`config.mk`:
```
export PLATFORM = sky130hd
export DESIGN_NAME = harmonic_scheduler
export DESIGN_NICKNAME = d
export VERILOG_FILES = /design/src/rtl/harmonic_scheduler_pkg.sv /design/src/rtl/harmonic_weight.sv /design/src/rtl/harmonic_scheduler.sv
export SDC_FILE = /design/constraint.sdc
export NUM_CORES = 1
export LEC_CHECK = 0
export BUFFER_PORTS_ARGS = -buffer_cell sky130_fd_sc_hd__buf_2
export CORE_MARGIN = 5
export CORE_UTILIZATION = 70
export CTS_CLUSTER_DIAMETER = 60
export DETAILED_ROUTE_END_ITERATION = 10
export PLACE_DENSITY_LB_ADDON = 0.1
export SYNTH_ARGS = -nofsm -noshare
export SYNTH_HDL_FRONTEND = slang
export SYNTH_SLANG_ARGS = --single-unit
```
`constraint.sdc`:
```
create_clock -name i_Clock -period 18.5 [get_ports i_Clock]
set_clock_uncertainty 0.1 [all_clocks]
set_input_delay 5.55 -clock i_Clock [delete_from_list [all_inputs] [get_ports i_Clock]]
set_output_delay 5.55 -clock i_Clock [all_outputs]
set_load 0.01 [all_outputs]
```
`src/rtl/harmonic_scheduler_pkg.sv`:
```
// Shared types and constants for the harmonic mixing scheduler.
package harmonic_scheduler_pkg;

  localparam int unsigned SAMPLE_W = 16;
  localparam int unsigned SCALE_W  = 16;
  localparam int unsigned HARM_W   = 8;
  localparam int unsigned PROD_W   = SAMPLE_W + 1;

  localparam logic [SCALE_W-1:0]         SCALE_INIT = 16'hFFFF;
  localparam int unsigned                OUT_SHIFT  = 4;
  localparam logic signed [SAMPLE_W-1:0] SAT_MAX    = 16'sh7FFF;
  localparam logic signed [SAMPLE_W-1:0] SAT_MIN    = 16'sh8000;

  typedef enum logic [2:0] {
    IDLE,
    WAIT_READY,
    WAIT_LUT,
    ACCUM,
    NEXT,
    OUTPUT
  } state_t;

endpackage

```
`src/rtl/harmonic_weight.sv`:
```
// Registered signed x unsigned multiply, returning the product scaled down by 2^16.
module harmonic_weight
  import harmonic_scheduler_pkg::*;
(
  input  logic                     i_Clock,
  input  logic                     i_Reset,
  input  logic signed [PROD_W-1:0] i_A,
  input  logic [SCALE_W-1:0]       i_B,
  output logic signed [PROD_W-1:0] o_Product
);

  localparam int unsigned FULL_W = 2 * PROD_W;

  logic signed [FULL_W-1:0] w_Full;
  logic signed [PROD_W-1:0] r_Product;

  // Full-precision product; operands widened first so the multiply is exact.
  always_comb begin
    w_Full = FULL_W'(i_A) * FULL_W'($signed({1'b0, i_B}));
  end

  // Register the floor-scaled product.
  always_ff @(posedge i_Clock) begin
    if (i_Reset) begin
      r_Product <= '0;
    end else begin
      r_Product <= PROD_W'(w_Full >>> 16);
    end
  end

  assign o_Product = r_Product;

endmodule

```
`src/rtl/harmonic_scheduler.sv`:
```
// Walks harmonics through the position block once per sample tick and mixes
// the geometrically weighted sine values into one saturated output sample.
module harmonic_scheduler
  import harmonic_scheduler_pkg::*;
#(
  parameter int unsigned MAX_HARMONICS = 64,
  parameter int unsigned ACC_W         = 25
) (
  input  logic                       i_Clock,
  input  logic                       i_Reset,
  input  logic                       i_Sample_Tick,
  input  logic [HARM_W-1:0]          i_Harmonic_Count,
  input  logic [SCALE_W-1:0]         i_Rolloff,
  output logic [HARM_W-1:0]          o_Harmonic,
  input  logic                       i_Sample_Ready,
  output logic                       o_Next_Sample,
  input  logic signed [SAMPLE_W-1:0] i_Sample_Value,
  input  logic                       i_Freq_Too_High,
  output logic signed [SAMPLE_W-1:0] o_Sample,
  output logic                       o_Sample_Valid,
  output logic                       o_Busy,
  output logic                       o_Overrun
);

  localparam logic [HARM_W-1:0]      HARM_MAX = HARM_W'(MAX_HARMONICS - 1);
  localparam logic signed [ACC_W-1:0] ACC_MAX = ACC_W'(SAT_MAX);
  localparam logic signed [ACC_W-1:0] ACC_MIN = ACC_W'(SAT_MIN);

  state_t                     r_State, w_State;
  logic [HARM_W-1:0]          r_Harmonic, w_Harmonic;
  logic                       r_Next_Sample, w_Next_Sample;
  logic signed [SAMPLE_W-1:0] r_Sample, w_Sample;
  logic                       r_Sample_Valid, w_Sample_Valid;
  logic                       r_Busy, w_Busy;
  logic                       r_Overrun, w_Overrun;
  logic signed [ACC_W-1:0]    r_Acc, w_Acc;
  logic [SCALE_W-1:0]         r_Scale, w_Scale;
  logic [HARM_W-1:0]          r_Count, w_Count;
  logic                       r_Last, w_Last;

  logic signed [PROD_W-1:0]   w_Weighted;
  logic signed [PROD_W-1:0]   w_Decay;
  logic signed [ACC_W-1:0]    w_Shifted;
  logic signed [SAMPLE_W-1:0] w_Sat;

  // Sine value weighted by the current amplitude scale (captured during WAIT_LUT).
  harmonic_weight u_weight (
    .i_Clock   (i_Clock),
    .i_Reset   (i_Reset),
    .i_A       ({i_Sample_Value[SAMPLE_W-1], i_Sample_Value}),
    .i_B       (r_Scale),
    .o_Product (w_Weighted)
  );

  // Amount the scale shrinks by for the next harmonic.
  harmonic_weight u_decay (
    .i_Clock   (i_Clock),
    .i_Reset   (i_Reset),
    .i_A       ({1'b0, r_Scale}),
    .i_B       (i_Rolloff),
    .o_Product (w_Decay)
  );

  // Scale the accumulator to output range and clamp to 16-bit signed.
  always_comb begin
    w_Shifted = r_Acc >>> OUT_SHIFT;
    if (w_Shifted > ACC_MAX) begin
      w_Sat = SAT_MAX;
    end else if (w_Shifted < ACC_MIN) begin
      w_Sat = SAT_MIN;
    end else begin
      w_Sat = w_Shifted[SAMPLE_W-1:0];
    end
  end

  // Next-state and next-output logic; every output is the registered copy of these.
  always_comb begin
    w_State        = r_State;
    w_Harmonic     = r_Harmonic;
    w_Next_Sample  = 1'b0;
    w_Sample       = r_Sample;
    w_Sample_Valid = 1'b0;
    w_Busy         = r_Busy;
    w_Overrun      = r_Overrun;
    w_Acc          = r_Acc;
    w_Scale        = r_Scale;
    w_Count        = r_Count;
    w_Last         = r_Last;

    if (i_Sample_Tick && (r_State != IDLE)) begin
      w_Overrun = 1'b1;
    end

    case (r_State)
      IDLE: begin
        if (i_Sample_Tick) begin
          w_Acc      = '0;
          w_Scale    = SCALE_INIT;
          w_Harmonic = '0;
          w_Count    = (i_Harmonic_Count > HARM_MAX) ? HARM_MAX : i_Harmonic_Count;
          w_Last     = 1'b0;
          w_Busy     = 1'b1;
          w_State    = WAIT_READY;
        end
      end
      WAIT_READY: begin
        if (i_Sample_Ready) begin
          w_State = WAIT_LUT;
        end
      end
      WAIT_LUT: begin
        w_State = ACCUM;
      end
      ACCUM: begin
        if (!i_Freq_Too_High) begin
          w_Acc = r_Acc + ACC_W'(w_Weighted);
        end
        w_Scale       = SCALE_W'({1'b0, r_Scale} - $unsigned(w_Decay));
        w_Last        = i_Freq_Too_High || (r_Harmonic == r_Count);
        // Address is updated together with the strobe; 0 on the final harmonic.
        w_Harmonic    = w_Last ? '0 : r_Harmonic + 8'd1;
        w_Next_Sample = 1'b1;
        w_State       = NEXT;
      end
      NEXT: begin
        if (r_Last) begin
          w_Sample       = w_Sat;
          w_Sample_Valid = 1'b1;
          w_Busy         = 1'b0;
          w_State        = OUTPUT;
        end else begin
          w_State = WAIT_READY;
        end
      end
      OUTPUT: begin
        w_State = IDLE;
      end
      default: begin
        w_State = IDLE;
      end
    endcase
  end

  // State and output registers.
  always_ff @(posedge i_Clock) begin
    if (i_Reset) begin
      r_State        <= IDLE;
      r_Harmonic     <= '0;
      r_Next_Sample  <= 1'b0;
      r_Sample       <= '0;
      r_Sample_Valid <= 1'b0;
      r_Busy         <= 1'b0;
      r_Overrun      <= 1'b0;
      r_Acc          <= '0;
      r_Scale        <= SCALE_INIT;
      r_Count        <= '0;
      r_Last         <= 1'b0;
    end else begin
      r_State        <= w_State;
      r_Harmonic     <= w_Harmonic;
      r_Next_Sample  <= w_Next_Sample;
      r_Sample       <= w_Sample;
      r_Sample_Valid <= w_Sample_Valid;
      r_Busy         <= w_Busy;
      r_Overrun      <= w_Overrun;
      r_Acc          <= w_Acc;
      r_Scale        <= w_Scale;
      r_Count        <= w_Count;
      r_Last         <= w_Last;
    end
  end

  assign o_Harmonic     = r_Harmonic;
  assign o_Next_Sample  = r_Next_Sample;
  assign o_Sample       = r_Sample;
  assign o_Sample_Valid = r_Sample_Valid;
  assign o_Busy         = r_Busy;
  assign o_Overrun      = r_Overrun;

endmodule

```
-- Word level (Yosys, flattened, before mapping)
Cells that the tools add are included.
- register bits: 114
- bits of input ports: 45
- output and inout bits: 28
- word-level logic and storage cells: 66
- add/subtract/negate cells: 3
- multiply operators: 2
- $lt $le $gt $ge: 3
- equality and inequality tests: 9
- multiplexer cells: 22
- bitwise gates (word level): 1
- reduce and logical (&&, ||, !) cells: 13
- operator list (kind ; number):
    2-to-1 mux 25 bit ; 2
    one-hot mux 25 bit (2 select lines) ; 1
    2-to-1 mux 16 bit ; 3
    multiplier 16 x 17 -> 33 bit ; 1
    multiplier 16 x 16 -> 32 bit ; 1
    one-hot mux 16 bit (2 select lines) ; 1
    adder 25 x 17 -> 25 bit ; 1
    2-to-1 mux 8 bit ; 3
    greater-than comparator 21 x 16 -> 1 bit (second input constant) ; 1
    < comparator 21 x 16 -> 1 bit (second input constant) ; 1
    one-hot mux 8 bit (2 select lines) ; 1
    subtractor 16 bit ; 1
    one-hot mux 3 bit (5 select lines) ; 1
    2-to-1 mux 3 bit ; 3
    adder 8 x 1 -> 8 bit (second input constant) ; 1
    equality test 8 bit ; 1
    greater-than comparator 8 x 6 -> 1 bit (second input constant) ; 1
    != test 2 bit (second input constant) ; 4
    AND reduction 2 bit ; 4
    equality test 3 x 2 -> 1 bit (second input constant) ; 2
    AND reduction 3 bit ; 2
    2-to-1 mux 1 bit ; 5
    one-hot mux 1 bit (2 select lines) ; 2
    nonzero test 2 bit ; 2
    8 further kinds ; 8

-- Depth between registers and ports, before layout
- depth after elaboration: 4
- mapped depth: 25
- mapped depth without buffers: 23

-- By module
From an unflattened synthesis, not the netlist that was laid out.
- cells, all modules: 2943
- area, all modules: 26025.0 um^2
- modules (own cells, without submodules) (module ; instances ; cells an instance ; area an instance (um^2) ; seq. area each (um^2)):
    harmonic_weight (u_weight) ; 1 ; 1151 ; 10433.8 ; 340.3
    harmonic_weight (u_decay) ; 1 ; 1145 ; 10422.5 ; 340.3
    harmonic_scheduler ; 1 ; 647 ; 5168.7 ; 1621.6

-- Least setup slack after synthesis
No wires, ideal clock.
- path type: input to register
- start: input i_Rolloff[5]
- end: register u_decay.r_Product[15] (netlist: u_decay.o_Product[15])
- library setup time: 0.128 ns
- arrival: 11.037 ns
- required time: 18.272 ns
- setup slack: 7.236 ns
- stages on the path: 22
- path buffers: 1
- path through: clkbuf_1 > and2_1 > fa_1 > inv_1 > fa_1 > fa_1 > inv_1 > fa_1 > fa_1 > inv_1 > fa_1 > inv_1 > ha_1 > and4_1 > and3_1 > a22oi_1 > a21oi_1 > a21o_1 > or4_1 > a31oi_1 > xnor2_1 > nor2_1
- longest elaborated chain between the ends: 1
- RTL lines (item ; line ; RTL):
    start: declaration ; harmonic_scheduler.sv:13 ; input logic [SCALE_W-1:0] i_Rolloff,
    multiplier 16 x 16 -> 32 bit ; harmonic_weight.sv:19 ; w_Full = FULL_W'(i_A) * FULL_W'($signed({1'b0, i_B}));
    end signal: assignment ; harmonic_weight.sv:27 ; r_Product <= PROD_W'(w_Full >>> 16);
    end: declaration ; harmonic_weight.sv:15 ; logic signed [PROD_W-1:0] r_Product;
Every way passes these cells.
A chain may end at the register's enable or synchronous reset.

-- Final worst setup path
- start: input i_Rolloff[6]
- end: register u_decay.r_Product[15] (netlist: u_decay.o_Product[15])
Same word-level chain as after synthesis.

==> results.cfg <==
[cells_and_area]
drive_gt1_share_pct = 5.61
fin_nets = 3248
fin_util_pct = 74.4
syn_to_final_growth_pct = 5.42
postLayoutCellArea_um2 = 23400
layout_commonest_cell = inv_1
mostFrequentLayoutCells = inv_1 (502), fa_1 (388), nand2_1 (305), ha_1 (260), and2_1 (238)

[synthesis]
synth_ff_type = dfxtp_1
synth_edf_count = 0
syn_inst = 2552
yosys.area.top_type = fa_1
synth_top_area_share_pct = 35.1
synth.area.top_cells = fa_1 (35%), ha_1 (15%), dfxtp_1 (10%), inv_1 (8.5%), and2_1 (6.7%)
syn_area_um2 = 22200
syn_avg_cell_area_um2 = 8.68
ys_ff_latch = 114
ys_seq_area_share_pct = 10.3
synth_nets = 3245
ys_warn_count = 0
synth_cell_type_count = 64
async_flop_share_pct = 0

[setup_path]
path_max_fanout = 16
cp_slowest_cell = fa_1
cp_cell_sequence = buf_2 -> and2_1 -> fa_1 -> inv_1 -> fa_1 -> fa_1 -> inv_1 -> fa_1 -> fa_1 -> inv_1 -> fa_1 -> inv_1 -> ha_1 -> and4_1 -> and3_1 -> a22oi_1 -> a21oi_1 -> a21o_1 -> or4_1 -> a31oi_1 -> xnor2_1 -> nor2_1
cp_data_arrival_time_ps = 11600
critPathMaxStageDelay_ps = 570
critPathTopFamily = adder cells
critPathCaptureType = register
cpMostUsedCell = fa_1
timing.critical_path.buf_inv = 5
crit_type = input port to register
required_ps = 18650
crit_path_start_kind = input port

[clock_tree]
clk_latency_ps = 410
cts_root_buffer = clkbuf_16
cts_buffers = 17
post_cts_resized = 0
clkTransAtPathRegs_ps = 60
cts_tree = built
htreeDepth = 4
cts.sinks = 114
cts.path.max_buffers = 2
post_cts_buffers = 0
cts_hold_buffers = 0

[sta]
period_share_pct = 61.9
setup_violations = 0
hold_ws_ps = 357
finalCriticalPeriod_ps = 11440
setup_tns_ps = 0
tightest_slew_ps = 1100
slew_headroom_pct = 25.8
hold_viol = 0
fmax_mhz = 87.4
rsz0062_at_grt = false
slew_violations = 0

[run]
maxCapViolations = 0

[die]
ios = 73
floorplan.core_area_um2 = 31400
die_h_um = 188
row_count = 65
start_util_pct = 70.6
die-area_um2 = 35300
die_x_um = 188

[grt]
grt_pass1_wl_mm = 87.7
grt_overflow = 0
grt_pass1_vias = 18146
antenna_found_initial = 1
grt_max_degree = 93
track_usage_pct = 30.3

[route]
route.final.wire_length_mm = 51.6
ant_nets = 0
drt_iter0_drc = 988
via_per_inst = 5.77
wl_per_cell_um = 17.4
num_vias = 17141
route.detailed.drc = 0
drtPass1Iterations = 6

[placement]
numPortBuffers = 72
gp_congestion = 0.910
placed_cell_area_um2 = 22700
dp_hpwl_mm = 39.3

[hold_path]
hold_class = register to register

[outcome]
status = finished clean
## metrics by stage
step	std cells	setup slack, ps
after floorplan	2552	7240
after global placement	2938	6770
after detailed placement	2938	6650
after CTS	2970	7090
after global routing	2971	6790
final	2971	7060
## worst paths after layout
path                                           startpoint                           endpoint  slack (ps)  depth (start not counted)
worst max register to register   r_Scale[11]$_SDFFE_PP1P_  u_weight.o_Product[15]$_SDFF_PP0_       11240                         21
worst min-delay path            o_Sample[15]$_SDFFE_PP0P_          o_Sample[15]$_SDFFE_PP0P_         360                          2
worst min register to register  o_Sample[15]$_SDFFE_PP0P_          o_Sample[15]$_SDFFE_PP0P_         360                          2
worst max-delay path                         i_Rolloff[6]   u_decay.o_Product[15]$_SDFF_PP0_        7060                         22
## per-layer routing
| layer | routed length [um] | vias up | track usage, % |
|---|---|---|---|
| met4 | 1460 | 0 | 9.74 |
| met5 | 0 | - | 0 |
| li1 | - | 7898 | - |
| met1 | 20800 | 8448 | 39.9 |
| met2 | 25500 | 672 | 51.8 |
| met3 | 3770 | 123 | 4.73 |
## kinds of logic (layout without fill, tap and decap cells)
family | after synthesis | count (layout) | synth area share (%)
AO/OA/AOI/OAI | 278 | 278 | 8.22
XOR/XNOR | 71 | 71 | 2.81
adder cells (fa/ha/maj) | 648 | 648 | 49.7
buffers and inverters | 610 | 626 | 10.4
flip-flops | 114 | 114 | 10.3
multiplexers | 5 | 5 | 0.243
other | 0 | 1 | 0
AND/OR/NAND/NOR | 826 | 826 | 18.3
## synthesized netlist by cell type (6+ instances only)
library cell	instances
a211oi_1	16
a21o_1	32
a21oi_1	96
a22o_1	11
a22oi_1	15
and2_1	238
and3_1	13
clkbuf_1	102
dfxtp_1	114
fa_1	388
ha_1	260
inv_1	502
nand2_1	305
nand2b_1	9
nand3_1	22
nand3b_1	6
nand4_1	15
nor2_1	136
nor2b_1	10
nor3_1	36
o21a_1	8
o21ai_0	41
o21bai_1	11
or2_2	6
or3_1	10
xnor2_1	50
xor2_1	21
## state kept, by name (all words and copies together) (netlist names)
| name | cells |
|---|---|
| r_Last | 1 |
| o_Busy | 1 |
| r_State | 3 |
| o_Overrun | 1 |
| o_Sample_Valid | 1 |
| u_decay.o_Product | 16 |
| u_weight.o_Product | 17 |
| r_Acc | 25 |
| o_Sample | 16 |
| o_Next_Sample | 1 |
| r_Scale | 16 |
| o_Harmonic | 8 |
| r_Count | 8 |
## cell type report
| cell class | instances | area (um^2) |
|---|---|---|
| clock buffer | 21 | 480 |
| sequential | 114 | 2280 |
| multi-input combinational | 1828 | 17600 |
| inverter | 503 | 1890 |
| antenna | 1 | 2.50 |
| tap | 402 | 503 |
| timing repair buffer | 91 | 503 |
| fill | 2401 | 8040 |
| clock inverter | 11 | 128 |
## worst min-delay path, cell delays in order, from the launching register on
cell	delay [ps]
dfxtp_1	310
nand2_1	50
a21oi_1	50
Power is left out: the tool's default activity adds up to more than one toggle a clock period on the data nets, which glitch-free logic cannot reach.
